`config.mk`:
```
export PLATFORM = sky130hd
export DESIGN_NAME = pipelined_shifter
export DESIGN_NICKNAME = d
export VERILOG_FILES = /design/src/rtl/pipelined_shifter.sv
export SDC_FILE = /design/constraint.sdc
export NUM_CORES = 1
export LEC_CHECK = 0
export ABC_AREA = 1
export CORE_ASPECT_RATIO = 0.5
export CORE_MARGIN = 2
export CORE_UTILIZATION = 54
export CTS_BUF_LIST = sky130_fd_sc_hd__clkbuf_4
export DETAILED_ROUTE_END_ITERATION = 16
export PLACE_DENSITY = 0.8
export SLEW_MARGIN = 20
export SYNTH_ARGS = -nofsm -noshare
export SYNTH_HDL_FRONTEND = slang
export SYNTH_SLANG_ARGS = --single-unit
export TNS_END_PERCENT = 10
```
`constraint.sdc`:
```
create_clock -name i_clk -period 3.8 [get_ports i_clk]
set_clock_uncertainty 0.15 [all_clocks]
set_input_delay 0.57 -clock i_clk [delete_from_list [all_inputs] [get_ports i_clk]]
set_output_delay 0.57 -clock i_clk [all_outputs]
set_load 0.03 [all_outputs]
```
`src/rtl/pipelined_shifter.sv`:
```
// -----------------------------------------------------------------------------
// pipelined_shifter
//
// Parametrised, pipelined barrel shifter for the RV32I/RV64I execute path.
// Supports SLL, SRL and SRA, and optionally ROR. The SHAMT_W binary shift
// stages are split across PIPE_STAGES register groups. A valid/ready
// handshake with full backpressure moves the operations through the groups.
// A sideband tag travels with each operation so that writeback can route the
// result.
//
// Each register group captures an operation and then applies its own share of
// the shift stages combinationally on the way to the next group. The output
// is taken from the last group. The result therefore appears PIPE_STAGES
// cycles after acceptance.
//
// SLL runs on the same right-shift network. The operand is bit-reversed on
// entry and the result is bit-reversed on exit.
//
// Configuration macro:
//   SHIFTER_ROTATE_EN  defined   : i_op=11 is rotate right (ROR/RORI)
//                      undefined : i_op=11 behaves exactly like SRL
//
// Ports:
//   i_clk    in   1        clock, rising edge
//   i_rst    in   1        asynchronous active-high reset
//   i_valid  in   1        input operation valid
//   o_ready  out  1        shifter can accept an operation this cycle
//   i_a      in   XLEN     operand to shift
//   i_b      in   SHAMT_W  shift amount
//   i_op     in   2        00 SLL, 01 SRL, 10 SRA, 11 ROR/SRL
//   i_tag    in   TAG_W    sideband tag
//   o_valid  out  1        result valid
//   i_ready  in   1        downstream accepts result
//   o_data   out  XLEN     shifted result
//   o_tag    out  TAG_W    tag of the operation in o_data
// -----------------------------------------------------------------------------
module pipelined_shifter #(
   parameter int XLEN        = 32,
   parameter int SHAMT_W     = $clog2(XLEN),
   parameter int PIPE_STAGES = 2,
   parameter int TAG_W       = 5
) (
   input  logic               i_clk,
   input  logic               i_rst,
   input  logic               i_valid,
   output logic               o_ready,
   input  logic [XLEN-1:0]    i_a,
   input  logic [SHAMT_W-1:0] i_b,
   input  logic [1:0]         i_op,
   input  logic [TAG_W-1:0]   i_tag,
   output logic               o_valid,
   input  logic               i_ready,
   output logic [XLEN-1:0]    o_data,
   output logic [TAG_W-1:0]   o_tag
);

   typedef enum logic [1:0] {
      OP_SLL = 2'b00,
      OP_SRL = 2'b01,
      OP_SRA = 2'b10,
      OP_ROR = 2'b11
   } op_e;

   // One register group's payload. The sign of i_a is captured on entry so
   // that SRA fill is still correct after partial shifting.
   typedef struct packed {
      logic [XLEN-1:0]    data;
      logic [SHAMT_W-1:0] shamt;
      op_e                op;
      logic [TAG_W-1:0]   tag;
      logic               fill;
   } slot_t;

   // Split the stages as evenly as possible. The earlier groups take the
   // leftover stages.
   localparam int BASE = SHAMT_W / PIPE_STAGES;
   localparam int REM  = SHAMT_W % PIPE_STAGES;

   function automatic int grp_lo(input int g);
      return g * BASE + ((g < REM) ? g : REM);
   endfunction

   function automatic int grp_hi(input int g);
      return grp_lo(g) + BASE + ((g < REM) ? 1 : 0);
   endfunction

   function automatic logic [XLEN-1:0] bit_rev(input logic [XLEN-1:0] x);
      logic [XLEN-1:0] r;
      for (int i = 0; i < XLEN; i++) r[i] = x[XLEN-1-i];
      return r;
   endfunction

   // Apply binary stages lo..hi-1. Stage k moves the data right by 2^k when
   // amt[k] is set.
   function automatic logic [XLEN-1:0] shift_range(
      input logic [XLEN-1:0]    x,
      input logic [SHAMT_W-1:0] amt,
      input op_e                op,
      input logic               fill,
      input int                 lo,
      input int                 hi
   );
      logic [XLEN-1:0] r;
      logic [XLEN-1:0] shifted;
      logic [XLEN-1:0] top_mask;
      int              sh;
      r = x;
      for (int k = 0; k < SHAMT_W; k++) begin
         if (k >= lo && k < hi && amt[k]) begin
            sh       = 1 << k;
            shifted  = r >> sh;
            top_mask = ~({XLEN{1'b1}} >> sh);
`ifdef SHIFTER_ROTATE_EN
            if (op == OP_ROR)
               r = shifted | (r << (XLEN - sh));
            else if (op == OP_SRA && fill)
               r = shifted | top_mask;
            else
               r = shifted;
`else
            if (op == OP_SRA && fill)
               r = shifted | top_mask;
            else
               r = shifted;
`endif
         end
      end
      return r;
   endfunction

   logic  [PIPE_STAGES-1:0]            valid_q;
   slot_t [PIPE_STAGES-1:0]            slot_q;
   logic  [PIPE_STAGES-1:0]            ready;
   logic  [PIPE_STAGES-1:0]            up_valid;
   slot_t [PIPE_STAGES-1:0]            up_slot;
   logic  [PIPE_STAGES-1:0][XLEN-1:0]  grp_out;

   // Ready chain from the output back to the input. A group may load when it
   // is empty or when the group after it is also able to move. A stall at the
   // output therefore never blocks an upstream bubble from filling.
   always_comb begin
      logic r;
      // NOTE: every combinational output gets a default before the loop, so
      // no path can leave a value unassigned and infer a latch.
      ready = '0;
      r     = i_ready;
      for (int g = PIPE_STAGES - 1; g >= 0; g--) begin
         r        = !valid_q[g] || r;
         ready[g] = r;
      end
   end

   // Shift work done by each group on the operation it currently holds.
   always_comb begin
      grp_out = '0;
      for (int g = 0; g < PIPE_STAGES; g++)
         grp_out[g] = shift_range(slot_q[g].data, slot_q[g].shamt, slot_q[g].op,
                                  slot_q[g].fill, grp_lo(g), grp_hi(g));
   end

   // Candidate payload for each group: the new operation for group 0, and the
   // partially shifted payload of the previous group for every later group.
   always_comb begin
      up_valid         = '0;
      up_slot          = '0;
      up_valid[0]      = i_valid;
      up_slot[0].data  = (op_e'(i_op) == OP_SLL) ? bit_rev(i_a) : i_a;
      up_slot[0].shamt = i_b;
      up_slot[0].op    = op_e'(i_op);
      up_slot[0].tag   = i_tag;
      up_slot[0].fill  = i_a[XLEN-1];
      for (int g = 1; g < PIPE_STAGES; g++) begin
         up_valid[g]     = valid_q[g-1];
         up_slot[g]      = slot_q[g-1];
         up_slot[g].data = grp_out[g-1];
      end
   end

   // NOTE: state is written with non-blocking assignments, so every group
   // samples its upstream neighbour's value from before this clock edge.
   always_ff @(posedge i_clk or posedge i_rst) begin
      if (i_rst) begin
         valid_q <= '0;
         // NOTE: the payload is cleared as well as the valid bits, so that
         // o_data and o_tag read as zero until the first result leaves.
         slot_q  <= '0;
      end else begin
         for (int g = 0; g < PIPE_STAGES; g++) begin
            if (ready[g]) begin
               valid_q[g] <= up_valid[g];
               // The payload holds its last value when the slot empties.
               if (up_valid[g]) slot_q[g] <= up_slot[g];
            end
         end
      end
   end

   assign o_ready = ready[0];
   assign o_valid = valid_q[PIPE_STAGES-1];
   assign o_tag   = slot_q[PIPE_STAGES-1].tag;
   assign o_data  = (slot_q[PIPE_STAGES-1].op == OP_SLL) ? bit_rev(grp_out[PIPE_STAGES-1])
                                                          : grp_out[PIPE_STAGES-1];

endmodule

```
==> flow_summary.yaml, run 1 <==
clock_tree:
  cts_tree: "yes"
  clock_latency_ns: 0.45
  cts_made_buffers: 9
  cts_resized: 0
  cts.sinks: 89
  h-tree-depth: 3
  post-cts-setup-buffers: 0
  cts_root_buffer: "clkbuf_4"
  clkSlewWorstSetupHoldPaths_ns: 0.13
  hold_buffers: 0
  cts.path.max_buffers: 2
finish:
  fin_util_pct: 65.0
  diodes: 0
  fillCellCount: 968
  synthToLayoutAreaGrowth_pct: 16.2
  fin_nets: 965
  final_cell_count_no_fill: 1062
  drive_gt1_share_pct: 4.01
  stdcell_area_mm2: 0.00668
global_route:
  grt_start_max_net_pins: 75
  grt_use_met1_pct: 43.7
  overflow: 0
  antenna_found_initial: 0
  top_usage_layer: "met1"
  grt_pass1_wl_um: 25000
  grt.total_usage_pct: 27.2
  use_met2_pct: 37.2
  grt_pass1_vias: 5106
  use_met3_pct: 5.42
floorplan:
  pin_count: 87
  die_w_um: 150
  start_util_pct: 55.9
  rows: 26
  dieArea_mm2: 0.0115
  dieHeight_um: 76.9
  core_area_mm2: 0.0103
pwr:
  power_density_mw_per_mm2: 661
  peakVddDrop_mv: 0.242
  leakage_nw: 3.14
  total_power_mw: 4.42
worst_setup_path:
  critPathCaptureType: "output pin"
  worstPathCellList: "nor2_2 -> buf_4 -> inv_1 -> o21ai_0 -> clkdlybuf4s50_1"
  critPathRequiredTime_ns: 3.08
  timing_worst_setup_path_type: "reg2out"
  crit_start: "slot_q[52]$_DFFE_PP0P_"
  r2r_end: "slot_q[70]$_DFFE_PP0P_"
  ff2ff_path_depth: 7
  regToRegStartpoint: "slot_q[9]$_DFFE_PP0P_"
  crit_end: "o_data[29]"
  worstPathArrival_ns: 2.67
  regToRegSetupSlack_ns: 1.47
  cp_max_fo: 33
  crit_path_top_delay_cell: "clkdlybuf4s50_1"
  worstSetupStartpointType: "flop"
  slowest_delay_ns: 0.71
drt:
  detail_route.wl_per_cell_um: 14.2
  drtPass1Iterations: 5
  first_iter_violations: 569
  antenna_left: 0
  vias: 5937
  routed_via_density: 5.59
  wl_um: 15100
  route.detailed.drc: 0
placed_design:
  placedInstanceArea_mm2: 0.00654
  gp_congestion: 0.897
  dp.cells: 1046
  portBuffers: 86
  dp_hpwl_um: 10900
logic_synthesis:
  synth.cell_area_mm2: 0.00575
  synth.top_cell.area_share_pct: 38.8
  synth.area.top_cells: "dfrtp_1 (39%), nand2_1 (22%), nand3_1 (11%)"
  ys_types: 22
  synth_fp_nets: 923
  syn_inst: 875
  ys_ff_latch: 89
  seq_area_frac_synth_pct: 38.8
  synth_top_area_cell: "dfrtp_1"
  avgSynthCellArea_um2: 6.57
  synth_warnings: 0
timing:
  hold_viol_final: 0
  maxSlewHeadroom_pct: 31.6
  fmax_mhz: 295
  worstMarginPinSlew_ns: 1.02
  min_period_over_period_pct: 89.2
  setup_tns_ns: 0
  fin_crit_ns: 3.39
  rsz0062_at_grt: "no"
  setup_viol: 0
  maxSlewViolCount: 0
hold_path:
  min_path_cells: 2
  hp-class: "reg2reg"
job:
  cap_violations: 0
outcome:
  status: "finished, final reports clean"
==> worst max-delay path, delay by kind of cell (launching register included) <==
kind | cells | cell delay, ns
and+or+nand+nor | 1 | 0.11
buffers and inverters | 3 | 1.37
DFF | 1 | 0.43
AOI/OAI and AO/OA | 1 | 0.31
==> registers in the layout (all words and copies together) (netlist names) <==
signal and cells:
slot_q 82, o_tag 5, valid_q 2
==> worst min path at each step <==
stage	from	end	slack (ns)
detailed placement	slot_q[11]$_DFFE_PP0P_	slot_q[11]$_DFFE_PP0P_	0.32
global route	slot_q[13]$_DFFE_PP0P_	slot_q[13]$_DFFE_PP0P_	0.37
finish	slot_q[13]$_DFFE_PP0P_	slot_q[13]$_DFFE_PP0P_	0.35
global placement	slot_q[83]$_DFFE_PP0P_	slot_q[83]$_DFFE_PP0P_	0.31
floorplan	slot_q[83]$_DFFE_PP0P_	slot_q[83]$_DFFE_PP0P_	0.30
CTS	slot_q[11]$_DFFE_PP0P_	slot_q[11]$_DFFE_PP0P_	0.35
==> cells by family after synthesis <==
| group | count (synthesis) | share of synthesized area [%] |
|---|---|---|
| and+or+nand+nor | 503 | 35.9 |
| buffers and inverters | 112 | 9.21 |
| AOI/OAI and AO/OA | 171 | 16.1 |
| DFF | 89 | 38.8 |
==> cell type report <==
cell class | instances | area [um2] | share of cell area, %
well taps | 140 | 175 | 2.62
clock inverters | 3 | 41.3 | 0.618
multi-input cells | 674 | 3000 | 44.8
clock buffers | 13 | 97.6 | 1.46
flip-flops and latches | 89 | 2230 | 33.3
repair buffers | 97 | 968 | 14.5
inverters | 46 | 174 | 2.60
==> where the power goes <==
part	switching, mW	internal [mW]
combinational	1.60	0.900
clock	0.310	0.229
sequential	0.192	1.18
==> cells in the mapped netlist <==
master	n
nand2_1	337
nand3_1	123
o21ai_0	107
dfrtp_1	89
inv_1	41
nor2_1	38
a31oi_1	30
buf_2	26
clkbuf_1	25
o21ai_1	13
a21oi_1	11
o211ai_1	8
buf_6	7
buf_4	6
inv_2	5
nand4_1	3
a21oi_4	1
a22oi_1	1
buf_1	1
clkbuf_2	1
nand2_4	1
nand3_2	1
==> placed cells by master (no fill, tap or decap), types with 2 or more instances in the layout <==
cell	count
nand2_1	337
nand3_1	123
o21ai_0	107
dfrtp_1	89
clkdlybuf4s50_1	86
inv_1	40
nor2_1	36
a31oi_1	30
o21ai_1	13
clkbuf_4	13
a21oi_1	11
buf_4	9
o211ai_1	8
inv_2	5
nand4_1	3
nor2_2	2
buf_12	2
==> routing by layer <==
metal | vias up | routed length [um]
li1 | 2963 | -
met1 | 2680 | 7490
met2 | 280 | 6000
met3 | 14 | 1450
met4 | 0 | 174
met5 | - | 0
==> metrics by stage <==
step	hold slack (ns)	setup slack, ns
2_1_floorplan	0.299	0.773
3_3_place_gp	0.312	1.00
3_5_place_dp	0.320	0.907
4_1_cts	0.352	0.400
5_1_grt	0.373	0.178
6_report	0.352	0.412
No activity file was read; power rests on OpenSTA's default activity.
==> inputs of run 2 (changes only) <==
--- a/config.mk
+++ b/config.mk
@@ -11,6 +11,7 @@
 export CORE_UTILIZATION = 54
 export CTS_BUF_LIST = sky130_fd_sc_hd__clkbuf_4
 export DETAILED_ROUTE_END_ITERATION = 16
+export HOLD_SLACK_MARGIN = 0.05
 export PLACE_DENSITY = 0.8
 export SLEW_MARGIN = 20
 export SYNTH_ARGS = -nofsm -noshare
==> results of run 2 <==
No change in the layout: final DEF, timing and power equal those of run 1.
